[src/rtl/uart_rx_frame_if.sv]
// uart_rx_frame_if: serial input and received-word bundle
// of the parametrised UART receiver.
interface uart_rx_frame_if #(
  parameter int DATA_BITS = 8
) ();
  logic                 uart_rx;
  logic [DATA_BITS-1:0] rx_data;
  logic                 rx_valid;
  logic                 rx_parity_err;
  logic                 rx_frame_err;
  logic                 rx_busy;

  modport master (
    input  uart_rx,
    output rx_data,
    output rx_valid,
    output rx_parity_err,
    output rx_frame_err,
    output rx_busy
  );

  modport slave (
    output uart_rx,
    input  rx_data,
    input  rx_valid,
    input  rx_parity_err,
    input  rx_frame_err,
    input  rx_busy
  );
endinterface

[src/rtl/uart_rx_frame.sv]
// uart_rx_frame: oversampling UART receiver with majority
// vote, false-start rejection, parity and framing checks.
module uart_rx_frame #(
  parameter int DATA_BITS  = 8,
  parameter int PARITY     = 0,
  parameter int OVERSAMPLE = 16,
  parameter int CLK_DIV    = 27
) (
  input  logic            clk_50m,
  input  logic            reset_b,
  uart_rx_frame_if.master bus
);

  localparam int M  = OVERSAMPLE / 2;
  localparam int OW = $clog2(OVERSAMPLE);
  localparam int TW = $clog2(CLK_DIV + 1);
  localparam int BW = $clog2(DATA_BITS);

  localparam logic [OW-1:0] P_LO  = OW'(M - 1);
  localparam logic [OW-1:0] P_MID = OW'(M);
  localparam logic [OW-1:0] P_DEC = OW'(M + 1);
  localparam logic [OW-1:0] P_END = OW'(OVERSAMPLE - 1);
  localparam logic [TW-1:0] T_END = TW'(CLK_DIV - 1);
  localparam logic [BW-1:0] B_END = BW'(DATA_BITS - 1);

  typedef enum logic [2:0] {
    S_IDLE,
    S_START,
    S_DATA,
    S_PAR,
    S_STOP
  } state_t;

  state_t               r_state;
  logic                 r_sync1;
  logic                 r_sync2;
  logic [TW-1:0]        r_tick_cnt;
  logic [OW-1:0]        r_os_cnt;
  logic [BW-1:0]        r_bit_idx;
  logic [DATA_BITS-1:0] r_shift;
  logic                 r_s0;
  logic                 r_s1;
  logic                 r_perr;
  logic                 r_seen_hi;
  logic [DATA_BITS-1:0] r_data;
  logic                 r_valid;
  logic                 r_perr_o;
  logic                 r_ferr;

  logic          w_rxs;
  logic          w_tick;
  logic [OW-1:0] w_pos;
  logic          w_maj;
  logic          w_par;

  // r_os_cnt holds the position of the last tick; w_pos is this tick's
  assign w_rxs  = r_sync2;
  assign w_tick = (r_tick_cnt == T_END);
  assign w_pos  = (r_os_cnt == P_END) ? '0 : r_os_cnt + OW'(1);
  assign w_maj  = (r_s0 & r_s1) | (r_s0 & w_rxs) | (r_s1 & w_rxs);
  assign w_par  = ^r_shift;

  assign bus.rx_data       = r_data;
  assign bus.rx_valid      = r_valid;
  assign bus.rx_parity_err = r_perr_o;
  assign bus.rx_frame_err  = r_ferr;
  assign bus.rx_busy       = (r_state != S_IDLE);

  // two-flop synchroniser, idles high
  always_ff @(posedge clk_50m or negedge reset_b) begin
    if (!reset_b) begin
      r_sync1 <= 1'b1;
      r_sync2 <= 1'b1;
    end else begin
      r_sync1 <= bus.uart_rx;
      r_sync2 <= r_sync1;
    end
  end

  // free-running oversample tick divider
  always_ff @(posedge clk_50m or negedge reset_b) begin
    if (!reset_b) begin
      r_tick_cnt <= '0;
    end else if (w_tick) begin
      r_tick_cnt <= '0;
    end else begin
      r_tick_cnt <= r_tick_cnt + TW'(1);
    end
  end

  // frame FSM with registered word, flags and strobe
  always_ff @(posedge clk_50m or negedge reset_b) begin
    if (!reset_b) begin
      r_state   <= S_IDLE;
      r_os_cnt  <= '0;
      r_bit_idx <= '0;
      r_shift   <= '0;
      r_s0      <= 1'b1;
      r_s1      <= 1'b1;
      r_perr    <= 1'b0;
      r_seen_hi <= 1'b0;
      r_data    <= '0;
      r_valid   <= 1'b0;
      r_perr_o  <= 1'b0;
      r_ferr    <= 1'b0;
    end else begin
      r_valid <= 1'b0;
      if (w_tick) begin
        r_os_cnt <= w_pos;
        if (w_pos == P_LO)  r_s0 <= w_rxs;
        if (w_pos == P_MID) r_s1 <= w_rxs;
        unique case (r_state)
          S_IDLE: begin
            r_os_cnt <= '0;
            if (w_rxs) begin
              r_seen_hi <= 1'b1;
            end else if (r_seen_hi) begin
              r_state <= S_START;
            end
          end
          S_START: begin
            if (w_pos == P_DEC && w_maj) begin
              r_os_cnt <= '0;
              r_state  <= S_IDLE;
            end else if (w_pos == P_END) begin
              r_bit_idx <= '0;
              r_state   <= S_DATA;
            end
          end
          S_DATA: begin
            if (w_pos == P_DEC) begin
              r_shift <= {w_maj, r_shift[DATA_BITS-1:1]};
            end
            if (w_pos == P_END) begin
              if (r_bit_idx == B_END) begin
                r_state <= (PARITY != 0) ? S_PAR : S_STOP;
              end else begin
                r_bit_idx <= r_bit_idx + BW'(1);
              end
            end
          end
          S_PAR: begin
            if (w_pos == P_DEC) begin
              r_perr <= (PARITY == 1) ? ~(w_par ^ w_maj)
                                      : (w_par ^ w_maj);
            end
            if (w_pos == P_END) r_state <= S_STOP;
          end
          S_STOP: begin
            if (w_pos == P_DEC) begin
              r_data    <= r_shift;
              r_perr_o  <= r_perr;
              r_ferr    <= ~w_maj;
              r_valid   <= 1'b1;
              r_seen_hi <= w_maj;
              r_os_cnt  <= '0;
              r_bit_idx <= '0;
              r_state   <= S_IDLE;
            end
          end
          default: r_state <= S_IDLE;
        endcase
      end
    end
  end

endmodule

[src/flat_wrapper.sv]
// flat-port wrapper written by rule: the top's interface ports become plain ports
module uart_rx_frame_flat 
#(
  parameter int DATA_BITS  = 8,
  parameter int PARITY     = 0,
  parameter int OVERSAMPLE = 16,
  parameter int CLK_DIV    = 27
)
  (clk_50m, reset_b, bus_uart_rx, bus_rx_data, bus_rx_valid, bus_rx_parity_err, bus_rx_frame_err, bus_rx_busy);
  uart_rx_frame_if #(.DATA_BITS(DATA_BITS)) bus_i ();
  input  logic clk_50m;
  input  logic reset_b;
  input wire logic [$bits(bus_i.uart_rx)-1:0] bus_uart_rx;
  output wire logic [$bits(bus_i.rx_data)-1:0] bus_rx_data;
  output wire logic [$bits(bus_i.rx_valid)-1:0] bus_rx_valid;
  output wire logic [$bits(bus_i.rx_parity_err)-1:0] bus_rx_parity_err;
  output wire logic [$bits(bus_i.rx_frame_err)-1:0] bus_rx_frame_err;
  output wire logic [$bits(bus_i.rx_busy)-1:0] bus_rx_busy;
  assign bus_i.uart_rx = bus_uart_rx;
  assign bus_rx_data = bus_i.rx_data;
  assign bus_rx_valid = bus_i.rx_valid;
  assign bus_rx_parity_err = bus_i.rx_parity_err;
  assign bus_rx_frame_err = bus_i.rx_frame_err;
  assign bus_rx_busy = bus_i.rx_busy;
  uart_rx_frame #(.DATA_BITS(DATA_BITS), .PARITY(PARITY), .OVERSAMPLE(OVERSAMPLE), .CLK_DIV(CLK_DIV)) u_core (.clk_50m(clk_50m), .reset_b(reset_b), .bus(bus_i));
endmodule
[config.mk]
export PLATFORM = sky130hd
export DESIGN_NAME = uart_rx_frame_flat
export DESIGN_NICKNAME = d
export VERILOG_FILES = /design/src/rtl/uart_rx_frame_if.sv /design/src/rtl/uart_rx_frame.sv /design/src/flat_wrapper.sv
export SDC_FILE = /design/constraint.sdc
export NUM_CORES = 1
export LEC_CHECK = 0
export CAP_MARGIN = 10
export CORE_AREA = 2 2 95 60
export CTS_CLUSTER_DIAMETER = 30
export DETAILED_ROUTE_END_ITERATION = 7
export DIE_AREA = 0 0 97 62
export GPL_TIMING_DRIVEN = 0
export SLEW_MARGIN = 5
export SYNTH_ARGS = -nofsm -noshare
export SYNTH_HDL_FRONTEND = slang
export SYNTH_SLANG_ARGS = --single-unit
[constraint.sdc]
create_clock -name clk_50m -period 2.15 [get_ports clk_50m]
set_input_delay 0.43 -clock clk_50m [delete_from_list [all_inputs] [get_ports clk_50m]]
set_output_delay 0.43 -clock clk_50m [all_outputs]
set_load 0.1 [all_outputs]
Yosys cells after proc, flatten, opt, wreduce, memory -nomap -nowiden. Cells that the tools add are included.

Reductions and logical operators: 14. Bitwise operators: 7. Equal/unequal tests: 22. Add/subtract/negate cells: 3. Multiplexer cells: 25.

Operators by type and width (count): $mux W3 (12); $eq A4 B4 Y1 const B (4); $pmux W3 S5 (1); $ne A2 B1 Y1 const B (7); $mux W4 (3); $pmux W4 S3 (1); $pmux W3 S3 (1); $reduce_and A3 Y1 (3); $reduce_and A8 Y1 (1); $reduce_xor A8 Y1 (1); $reduce_and A7 Y1 (1); $eq A3 B2 Y1 const B (2); $eq A3 B3 Y1 const B (2); $ne A2 B2 Y1 const B (3); $reduce_bool A3 Y1 (2); $add A5 B1 Y5 const B (1); $eq A5 B5 Y1 const B (1); $mux W1 (5); $mux W5 (1); $add A4 B1 Y4 const B (1); $eq A4 B3 Y1 const B (1); $reduce_and A2 Y1 (2); $reduce_and A4 Y1 (1); $add A3 B1 Y3 const B (1); 10 further kinds (13).

Register bits: 40.

Depth between registers and ports, before layout.
Depth after elaboration: 6. Gate-level depth with buffers: 8.

Least setup slack after synthesis. No wires, ideal clock.

Path kind: register -> register. Start: register u_core.r_bit_idx[0]. End: register u_core.r_bit_idx[1]. Buffers on the path: 0. Cell stages (with the launch flop): 8. Required time: 2.071 ns. Path slack: 0.215 ns. Arrival: 1.855 ns. Cells stage by stage: dfrtp_1 ha_1 ha_1 or4b_4 nand2_2 nand3_1 a211oi_2 mux2i_1.

Word-level cells in the longest chain between the ends: 4. Elaborated cells on any way between the ends: 7.

RTL lines: start: declaration (line uart_rx_frame.sv:39) `logic [BW-1:0] r_bit_idx;`; start signal: assignment (line uart_rx_frame.sv:138) `r_bit_idx <= r_bit_idx + BW'(1);`; $add A3 B1 Y3 (line uart_rx_frame.sv:138); $mux W3 (line uart_rx_frame.sv:135) `if (r_bit_idx == B_END) begin`; $mux W3 (line uart_rx_frame.sv:134) `if (w_pos == P_END) begin`; $pmux W3 S3 (line uart_rx_frame.sv:112) `unique case (r_state)`.

Several ways; a longest one is shown, not always the timed one. The select of a mux whose other input is x is not followed. A chain may end at the register's enable or synchronous reset.

Final worst setup path.
Start: register u_core.r_bit_idx[0]. End: register u_core.r_bit_idx[2].

Same word-level chain as after synthesis.

==> impl_metrics.ini <==
[route]
vias_per_cell = 5.01
ant_nets = 0
firstDrtPassIters = 4
routed_wl_um = 4120
avgRoutedWirePerCell_um = 14.4
drt_iter0_markers = 55
drc = 0
vias = 1434

[clock_tree]
hold_buffers = 0
clk_path_buf_depth = 2
root_buffer = clkbuf_8
clock-sinks = 40
clk_pin_slew_ns = 0.08
cts_tree = yes
clk-insertion-delay-late_ns = 0.28
htree_levels = 2
numCtsBuffers = 5

[synth]
synth-seq-area-share_pct = 47.0
synth_warnings = 0
syn_area_mm2 = 0.00214
ys_seq_elements = 40
async_flop_share_pct = 100
syn_nets = 200
synth_edf_count = 0
syn_area_per_cell_um2 = 11.3
synthCells = 189
yosysUniqueCellTypes = 46
ys_dominant_reg_cell = dfrtp_1

[critical_path]
crit_type = reg -> reg
worst_r2r_endpoint = u_core.r_bit_idx[2]$_DFFE_PN0P_
path_common_cell = ha_2
worstPathArrival_ns = 2.28
max_stage_delay_ns = 0.58
worstRegToRegCells = 7
end_kind = flip-flop
cp_max_fo = 4
r2r_start = u_core.r_bit_idx[0]$_DFFE_PN0P_
slowest_stage = or4b_4
reg2reg_setup_slack_ns = 0.08
crit_required_ns = 2.36
startpoint_type = flip-flop
cp_cell_sequence = ha_2, ha_2, or4b_4, nand2_2, nand3_2, a211oi_4, mux2i_1

[place]
dp_worst_setup_slack_ns = -0.280
dp_cells = 273
hpwl_um = 2900
place.port_buffers = 14
place_congestion = 0.867

[grt]
grt_overflow_total = 0
antenna_found_initial = 0
grt_pass1_vias = 1237
grt_max_degree = 30
globalRouteTotalUtil_pct = 13.8
grt_pass1_wl_um = 6470

[floorplanning]
dieArea_mm2 = 0.00601
die_h_um = 62
start_util_pct = 40.6
ios = 15
rows = 21
core-area_mm2 = 0.00528
die_w_um = 97

[timing]
fin_skew_ns = 0.00328
drv_slew = 0
worst_slew_margin_rel_pct = 36.5
worst_slew_pin_slew_ns = 0.956
final.period_utilization_pct = 96.3
hold_viol = 0
fin_crit_ns = 2.07
max_freq_ghz = 0.483
setup_ws_ns = 0.0800
setup_viol = 0

[finish]
area_delta_synth_final_pct = 17.9
diodes = 0
drive_above_1_share_pct = 27.6
layout.cells.non_filler = 286
final_common_cell = dfrtp_1
final_nets = 227
layout_common_cells = 34 x dfrtp_1, 15 x nor2_1, 13 x mux2_2, 12 x inv_1, 12 x nand2_1
nFillCells = 486

[power_and_ir_drop]
seqPwrFrac_pct = 60.1
combPwrFrac_pct = 1.8
fin_total_pwr_mw = 1.26
leakage_nw = 1.22
power-per-cell-area_mw_per_mm2 = 500
p_switching_mw = 0.272
power_frac_clock_pct = 38.1
power.internal_mw = 0.990
sw_frac_of_total_pct = 21.6
ir_drop_mv = 0.370

[outcome]
status = completed

[run]
drv_cap = 0

[worst_hold_path]
hp-class = in -> async
-- power by group through the flow --
stage	logic [mW]	registers, mW	clock network, mW
2_1_floorplan	0.00149	0.772	0
3_3_place_gp	0.0208	0.773	0
3_5_place_dp	0.0248	0.773	0
4_1_cts	0.0245	0.758	0.504
5_1_grt	0.0272	0.758	0.536
6_report	0.0226	0.758	0.481
-- worst max path at each step --
stage                                        endpoint  slack [ns]                             from
floorplan             u_core.r_bit_idx[1]$_DFFE_PN0P_        0.22  u_core.r_bit_idx[0]$_DFFE_PN0P_
global placement    u_core.bus.rx_data[4]$_DFFE_PN0P_       -0.42                          reset_b
detailed placement                        bus_rx_busy       -0.28    u_core.r_state[0]$_DFFE_PN0P_
CTS                   u_core.r_bit_idx[1]$_DFFE_PN0P_        0.04  u_core.r_bit_idx[0]$_DFFE_PN0P_
global route          u_core.r_bit_idx[0]$_DFFE_PN0P_       -0.01   u_core.r_os_cnt[1]$_DFFE_PN0N_
finish                u_core.r_bit_idx[2]$_DFFE_PN0P_        0.08  u_core.r_bit_idx[0]$_DFFE_PN0P_
-- repair_timing --
action                                  in CTS  in global routing
endpoints found under the setup margin      12                  7
resized for setup                           16                  8
pin swaps                                    0                  4
buffers inserted                             0                  5
-- sequential cells by signal, summed over array words and instances (netlist names), 3 cells and up --
signal and flops:
u_core.r_state 3, u_core.r_os_cnt 4, u_core.r_bit_idx 3, u_core.bus.rx_data 8, u_core.r_shift 8, u_core.r_tick_cnt 5
-- logic make-up (layout without fill, tap and decap cells) --
group	Yosys count	in the layout	synth area share (%)
and+or+nand+nor	54	54	14.8
adders and majority gates	9	9	5.14
DFF	40	40	47.0
AOI/OAI and AO/OA	32	32	11.0
buffers and inverters	20	48	4.50
xor gates and xnor gates	11	11	4.50
muxes	23	23	13.1
-- per-stage QoR --
step                      setup TNS, ns  util (%)  area (um^2)  hold slack [ns]
after global routing            -0.0147      47.8         2530           0.0407
after floorplan                       0         -         2140            0.134
after detailed placement         -0.280      45.1         2380            0.343
after CTS                             0      46.4         2450           0.0337
after global placement           -15.45      44.8         2370            0.346
final                                 0      47.8         2530           0.0265
-- per-layer routing --
metal	part of all wire, %	track usage, %
met1	57	21.9
met3	5.1	4.47
met5	0	0
met2	37	18.0
met4	0.51	2.41
-- critical path: cells and delay by family, from the launching register on --
kind            cells  cell delay [ns]
simple gates        3             0.78
flops               1             0.39
fa+ha+maj           2             0.36
compound gates      1             0.28
mux                 1             0.20
-- synthesized netlist by cell type, drive strengths merged, types with 3 or more instances --
library cell / number / area share (%)
a211oi: 3 / 1.3
a21o: 4 / 1.4
a21oi: 4 / 0.93
buf: 8 / 2.4
dfrtp: 36 / 42
dfstp: 4 / 4.9
ha: 8 / 4.7
inv: 12 / 2.1
mux2: 20 / 12
mux2i: 3 / 1.4
nand2: 13 / 2.4
nand3: 8 / 2.3
nand4b: 3 / 1.9
nor2: 15 / 2.6
nor3b: 3 / 1.3
o21ai: 5 / 1.7
o31ai: 4 / 1.4
xnor2: 10 / 4.1
-- layout make-up --
type / instances / area, um^2 / area share (%)
tap: 69 / 86.3 / 3.42
inverter: 12 / 45.0 / 1.78
buffer: 8 / 53.8 / 2.13
multi-input combinational: 129 / 1070 / 42.5
clock buffer: 6 / 72.6 / 2.87
sequential: 40 / 1010 / 39.9
clock inverter: 2 / 12.5 / 0.495
timing repair buffer: 20 / 174 / 6.88
Note: power is estimated with default switching activity, not from simulation.
